--- src/rtl/ex_mem_stage.sv ---
// ============================================================================
// Module   : ex_mem_stage
// Purpose  : EX/MEM pipeline register with dcache request handshake,
//            sticky halt and saturating memory-stall cycle counter.
// Revision : 1.0 - initial release
// ============================================================================
`default_nettype none

module ex_mem_stage #(
  parameter int WORD_W = 32,
  parameter int CNT_W  = 16
) (
  input  logic              CLK,
  input  logic              nRST,
  input  logic              EN,
  input  logic              flush,
  input  logic [WORD_W-1:0] instr_i,
  input  logic [WORD_W-1:0] pipe_npc_i,
  input  logic [WORD_W-1:0] aluout_i,
  input  logic [WORD_W-1:0] wdat_i,
  input  logic [4:0]        wsel_i,
  input  logic [1:0]        rfInSel_i,
  input  logic              rfWEN_i,
  input  logic              dREN_i,
  input  logic              dWEN_i,
  input  logic              halt_i,
  output logic [WORD_W-1:0] instr_o,
  output logic [WORD_W-1:0] pipe_npc_o,
  output logic [WORD_W-1:0] aluout_o,
  output logic [4:0]        wsel_o,
  output logic [1:0]        rfInSel_o,
  output logic              rfWEN_o,
  output logic              halt_o,
  output logic              dmemREN,
  output logic              dmemWEN,
  output logic [WORD_W-1:0] dmemaddr,
  output logic [WORD_W-1:0] dmemstore,
  input  logic              dhit,
  input  logic [WORD_W-1:0] dmemload,
  output logic [WORD_W-1:0] dload_o,
  output logic              mem_stall_o,
  output logic [CNT_W-1:0]  wait_cnt_o
);

  typedef enum logic [1:0] {
    S_IDLE   = 2'd0,
    S_ACCESS = 2'd1,
    S_DONE   = 2'd2
  } state_e;

  typedef struct packed {
    logic [WORD_W-1:0] instr;
    logic [WORD_W-1:0] npc;
    logic [WORD_W-1:0] aluout;
    logic [WORD_W-1:0] store;
    logic [4:0]        wsel;
    logic [1:0]        rfInSel;
    logic              rfWEN;
    logic              dREN;
    logic              dWEN;
    logic              halt;
  } pipe_t;

  localparam logic [CNT_W-1:0] CNT_ONE = {{(CNT_W-1){1'b0}}, 1'b1};
  localparam logic [CNT_W-1:0] CNT_MAX = {CNT_W{1'b1}};

  state_e            state_q, state_d;
  pipe_t             pipe_q, pipe_d;
  logic              halted_q, halted_d;
  logic [CNT_W-1:0]  cnt_q, cnt_d;
  logic              stall;
  logic              load;
  state_e            load_state;

  assign stall      = (state_q == S_ACCESS) && !dhit;
  assign load       = EN && !stall && !halted_q;
  assign load_state = (dREN_i || dWEN_i) ? S_ACCESS : S_IDLE;

  always_comb begin
    state_d = state_q;
    case (state_q)
      S_IDLE:   if (load) state_d = load_state;
      S_ACCESS: if (dhit) state_d = load ? load_state : S_DONE;
      S_DONE:   if (load) state_d = load_state;
      default:  state_d = S_IDLE;
    endcase
    if (flush) state_d = S_IDLE;
  end

  always_comb begin
    pipe_d = pipe_q;
    if (flush) begin
      pipe_d = '0;
    end else if (load) begin
      pipe_d = '{instr: instr_i, npc: pipe_npc_i, aluout: aluout_i, store: wdat_i,
                 wsel: wsel_i, rfInSel: rfInSel_i, rfWEN: rfWEN_i, dREN: dREN_i,
                 dWEN: dWEN_i, halt: halt_i};
    end
  end

  // Halt survives flush; only reset releases a halted pipeline.
  assign halted_d = halted_q || (load && !flush && halt_i);
  assign cnt_d    = (stall && (cnt_q != CNT_MAX)) ? cnt_q + CNT_ONE : cnt_q;

  always_ff @(posedge CLK) begin
    if (!nRST) begin
      state_q  <= S_IDLE;
      pipe_q   <= '0;
      halted_q <= 1'b0;
      cnt_q    <= '0;
    end else begin
      state_q  <= state_d;
      pipe_q   <= pipe_d;
      halted_q <= halted_d;
      cnt_q    <= cnt_d;
    end
  end

  assign instr_o     = pipe_q.instr;
  assign pipe_npc_o  = pipe_q.npc;
  assign aluout_o    = pipe_q.aluout;
  assign wsel_o      = pipe_q.wsel;
  assign rfInSel_o   = pipe_q.rfInSel;
  assign rfWEN_o     = pipe_q.rfWEN;
  assign halt_o      = pipe_q.halt;
  assign dmemaddr    = pipe_q.aluout;
  assign dmemstore   = pipe_q.store;
  // A read wins when both request bits are set.
  assign dmemREN     = (state_q == S_ACCESS) && pipe_q.dREN;
  assign dmemWEN     = (state_q == S_ACCESS) && pipe_q.dWEN && !pipe_q.dREN;
  assign dload_o     = dmemload;
  assign mem_stall_o = stall;
  assign wait_cnt_o  = cnt_q;

endmodule

`default_nettype wire

--- config.mk ---
export PLATFORM = sky130hd
export DESIGN_NAME = ex_mem_stage
export DESIGN_NICKNAME = d
export VERILOG_FILES = /design/src/rtl/ex_mem_stage.sv
export SDC_FILE = /design/constraint.sdc
export NUM_CORES = 1
export LEC_CHECK = 0
export BUFFER_PORTS_ARGS = -buffer_cell sky130_fd_sc_hd__clkbuf_2
export CAP_MARGIN = 10
export CORE_AREA = 2 2 154 156
export DETAILED_ROUTE_END_ITERATION = 8
export DIE_AREA = 0 0 156 158
export PLACE_DENSITY = 0.57
export SETUP_SLACK_MARGIN = 0.5
export SLEW_MARGIN = 10
export SYNTH_ARGS = -nofsm -noshare
export SYNTH_HDL_FRONTEND = slang
export SYNTH_SLANG_ARGS = --single-unit
--- constraint.sdc ---
create_clock -name CLK -period 2.95 [get_ports CLK]
set_input_delay 0.59 -clock CLK [delete_from_list [all_inputs] [get_ports CLK]]
set_output_delay 0.59 -clock CLK [all_outputs]
set_load 0.03 [all_outputs]
==> results.sh <==
export IMPL_grt_pass1_wl_mm=28.2
export IMPL_postCtsSetupBuffers=0
export IMPL_ios=396
export IMPL_vias=5818
export IMPL_cts_hold_buf=0
export IMPL_worst_slack_ns=0.795
export IMPL_hpwl_mm=12.9
export IMPL_die_w_microns=156
export IMPL_areaGrowthSynthToFinish_pct=15.4
export IMPL_drv_cap=0
export IMPL_final_common_cell="clkbuf_2"
export IMPL_nets=1198
export IMPL_grtUsageTotal_pct=14.5
export IMPL_cts_sinks=158
export IMPL_final_hold_viol_count=0
export IMPL_p_sw_share_pct=25.7
export IMPL_synth_area_sq_mm=0.00718
export IMPL_die_area_sq_mm=0.0246
export IMPL_crit_required_ns=2.36
export IMPL_ctsResizeCount=0
export IMPL_final_period_utilization_pct=73.0
export IMPL_chipHeight_microns=158
export IMPL_drt_met1_wl_mm=8.07
export IMPL_ant_nets=0
export IMPL_critical_path_class="register to primary output"
export IMPL_clkTransAtPathRegs_ns=0.07
export IMPL_met3_length_mm=1.54
export IMPL_yosysTopAreaCell="dfxtp_1"
export IMPL_cts_tree="built"
export IMPL_grt_max_degree=81
export IMPL_antenna_found_initial=0
export IMPL_synthTopCellsByArea="dfxtp_1 (44%), buf_4 (21%), nand2_1 (15%)"
export IMPL_crit_path_top_delay_cell="or3b_4"
export IMPL_final_cell_mix="clkbuf_2 (331), nand2_1 (289), dfxtp_1 (158)"
export IMPL_setup_violations=0
export IMPL_combinationalPowerShare_pct=11.2
export IMPL_clock_path_buffers=2
export IMPL_syn_instance_count=911
export IMPL_tightestPinTransition_ns=0.949
export IMPL_top_layer="met4"
export IMPL_htree_levels=4
export IMPL_fill_cells=2491
export IMPL_drt_pre_antenna_iters=4
export IMPL_final_area_sq_mm=0.00828
export IMPL_core_area_sq_mm=0.0231
export IMPL_gp_congestion=0.753
export IMPL_clkPwrFrac_pct=46.8
export IMPL_yosysWarnings=0
export IMPL_end_kind="primary output"
export IMPL_syn_nets=1088
export IMPL_cts_inserted_buffers=17
export IMPL_path_max_fanout=6
export IMPL_seqPwrFrac_pct=42.0
export IMPL_drt_iter0_markers=298
export IMPL_numPortBuffers=331
export IMPL_n_antenna_cell=0
export IMPL_cts_root_buffer="clkbuf_16"
export IMPL_ir_drop_mv=0.300
export IMPL_cp_slowest_stage_delay_ns=0.46
export IMPL_route_final_wire_length_mm=18.5
export IMPL_vias_per_cell=4.39
export IMPL_ys_types=39
export IMPL_setup_tns_ns=0
export IMPL_clock_skew_ns=0.0105
export IMPL_crit_chain="or3b_4 > clkinv_4 > clkbuf_2"
export IMPL_p_per_area_mw_per_mm2=643
export IMPL_rsz0062_at_grt="false"
export IMPL_post_route_min_period_ns=2.15
export IMPL_clock_latency_ns=0.42
export IMPL_core_rowCount=56
export IMPL_status="finished clean"
export IMPL_avgSynthCellArea_sq_um=7.88
export IMPL_drv_slew=0
export IMPL_internal_power_w=0.00396
export IMPL_synthFlopType="dfxtp_1"
export IMPL_hold_path_class="input pin to register"
export IMPL_pre_cts_slack_ns=0.805
export IMPL_fin_cells=1324
export IMPL_fmax_ghz=0.464
export IMPL_cp_start_kind="register"
export IMPL_seq_area_frac_synth_pct=44.1
export IMPL_utilization_pct=35.9
export IMPL_synth_top_area_share_pct=44.1
export IMPL_dpl_cell_area_sq_mm=0.00762
export IMPL_initial_core_util_pct=31.1
export IMPL_grt_ovfl_total=0
export IMPL_dr_wl_met2_mm=8.55
export IMPL_dp_cells=1292
export IMPL_maxSlewHeadroom_pct=36.5
export IMPL_final_layout_size_suffix_gt1_share_pct=36.3
export IMPL_synth_edff_count=0
export IMPL_cellLeakagePower_nw=3.77
export IMPL_drc_errors=0
export IMPL_switchingPower_w=0.00137
export IMPL_grt_pass1_vias=5406
export IMPL_worstPathArrival_ns=1.56
export IMPL_routedWlPerCell_microns=13.9
export IMPL_synth_seq_cells=158
export IMPL_synthArstFlopShare_pct=0
-- per-stage QoR --
stage	hold slack, ns	total power, W
6_report	0.386	0.00532
5_1_grt	0.363	0.00559
4_1_cts	0.362	0.00543
3_5_place_dp	0.445	0.00289
3_3_place_gp	0.439	0.00289
2_1_floorplan	0.431	0.00283
-- cell usage after synthesis, types with 2 or more instances --
master and n:
xor2_1 2, nand4_1 4, or4_1 2, mux2i_1 2, a21oi_1 149, o31ai_1 2
nand2_1 290, o21ai_0 7, nor3_1 4, buf_1 2, buf_4 199, nor4_1 3
buf_2 23, nand3_1 2, nor2_1 5, and3_1 4, dfxtp_1 158, clkbuf_1 22
inv_1 4, or3_1 8
-- path summary, 6_finish.rpt --
check,start,slack (ns),depth (start not counted),end
min,instr_i[18],0.39,3,instr_o[18]$_SDFFE_PP0P_
max,state_q[0]$_SDFFE_PP0P_,0.80,3,mem_stall_o
min reg2reg,dmemstore[27]$_SDFFE_PP0P_,0.45,2,dmemstore[27]$_SDFFE_PP0P_
max reg2reg,wait_cnt_o[0]$_SDFFE_PN0P_,0.80,5,wait_cnt_o[6]$_SDFFE_PN0P_
-- worst max-delay path: cells and delay by family, from the launching register on --
family                 cells  cell delay (ns)
flip-flops                 1             0.39
buffers and inverters      2             0.30
AND/OR/NAND/NOR            1             0.46
-- sequential cells by signal (all words and copies together) (netlist names) --
signal / flops
pipe_q: 2
aluout_o: 32
halt_o: 1
rfWEN_o: 1
wsel_o: 5
state_q: 2
instr_o: 32
halted_q: 1
rfInSel_o: 2
pipe_npc_o: 32
wait_cnt_o: 16
dmemstore: 32
-- power groups by stage --
stage          Sequential [W]  Clock, W  Combinational, W
4_1_cts               0.00224   0.00258          0.000611
2_1_floorplan         0.00228         0          0.000552
3_3_place_gp          0.00228         0          0.000608
5_1_grt               0.00224   0.00268          0.000659
3_5_place_dp          0.00228         0          0.000610
6_report              0.00223   0.00249          0.000599
-- logic make-up after synthesis --
family                     synth area share, %
adders and majority gates                0.174
muxes                                    0.436
buffers and inverters                     24.0
DFF                                       44.1
xor gates and xnor gates                 0.244
AOI/OAI and AO/OA                         12.2
and+or+nand+nor                           18.9
-- per-layer routing --
layer	up-vias	GRT usage [%]
met2	233	24.2
li1	2961	-
met3	23	5.86
met5	-	0
met4	0	4.59
met1	2601	17.0
-- final cells by class --
cell class                 count  area [sq um]  area share, %
tap                          290           363           4.38
sequential                   158          3160           38.2
clock buffer                  21           460           5.56
inverter                       5          23.8          0.287
multi-input combinational    502          2300           27.8
timing repair buffer         337          1760           21.3
clock inverter                11           203           2.45
No activity file was read; power rests on OpenSTA's default activity.
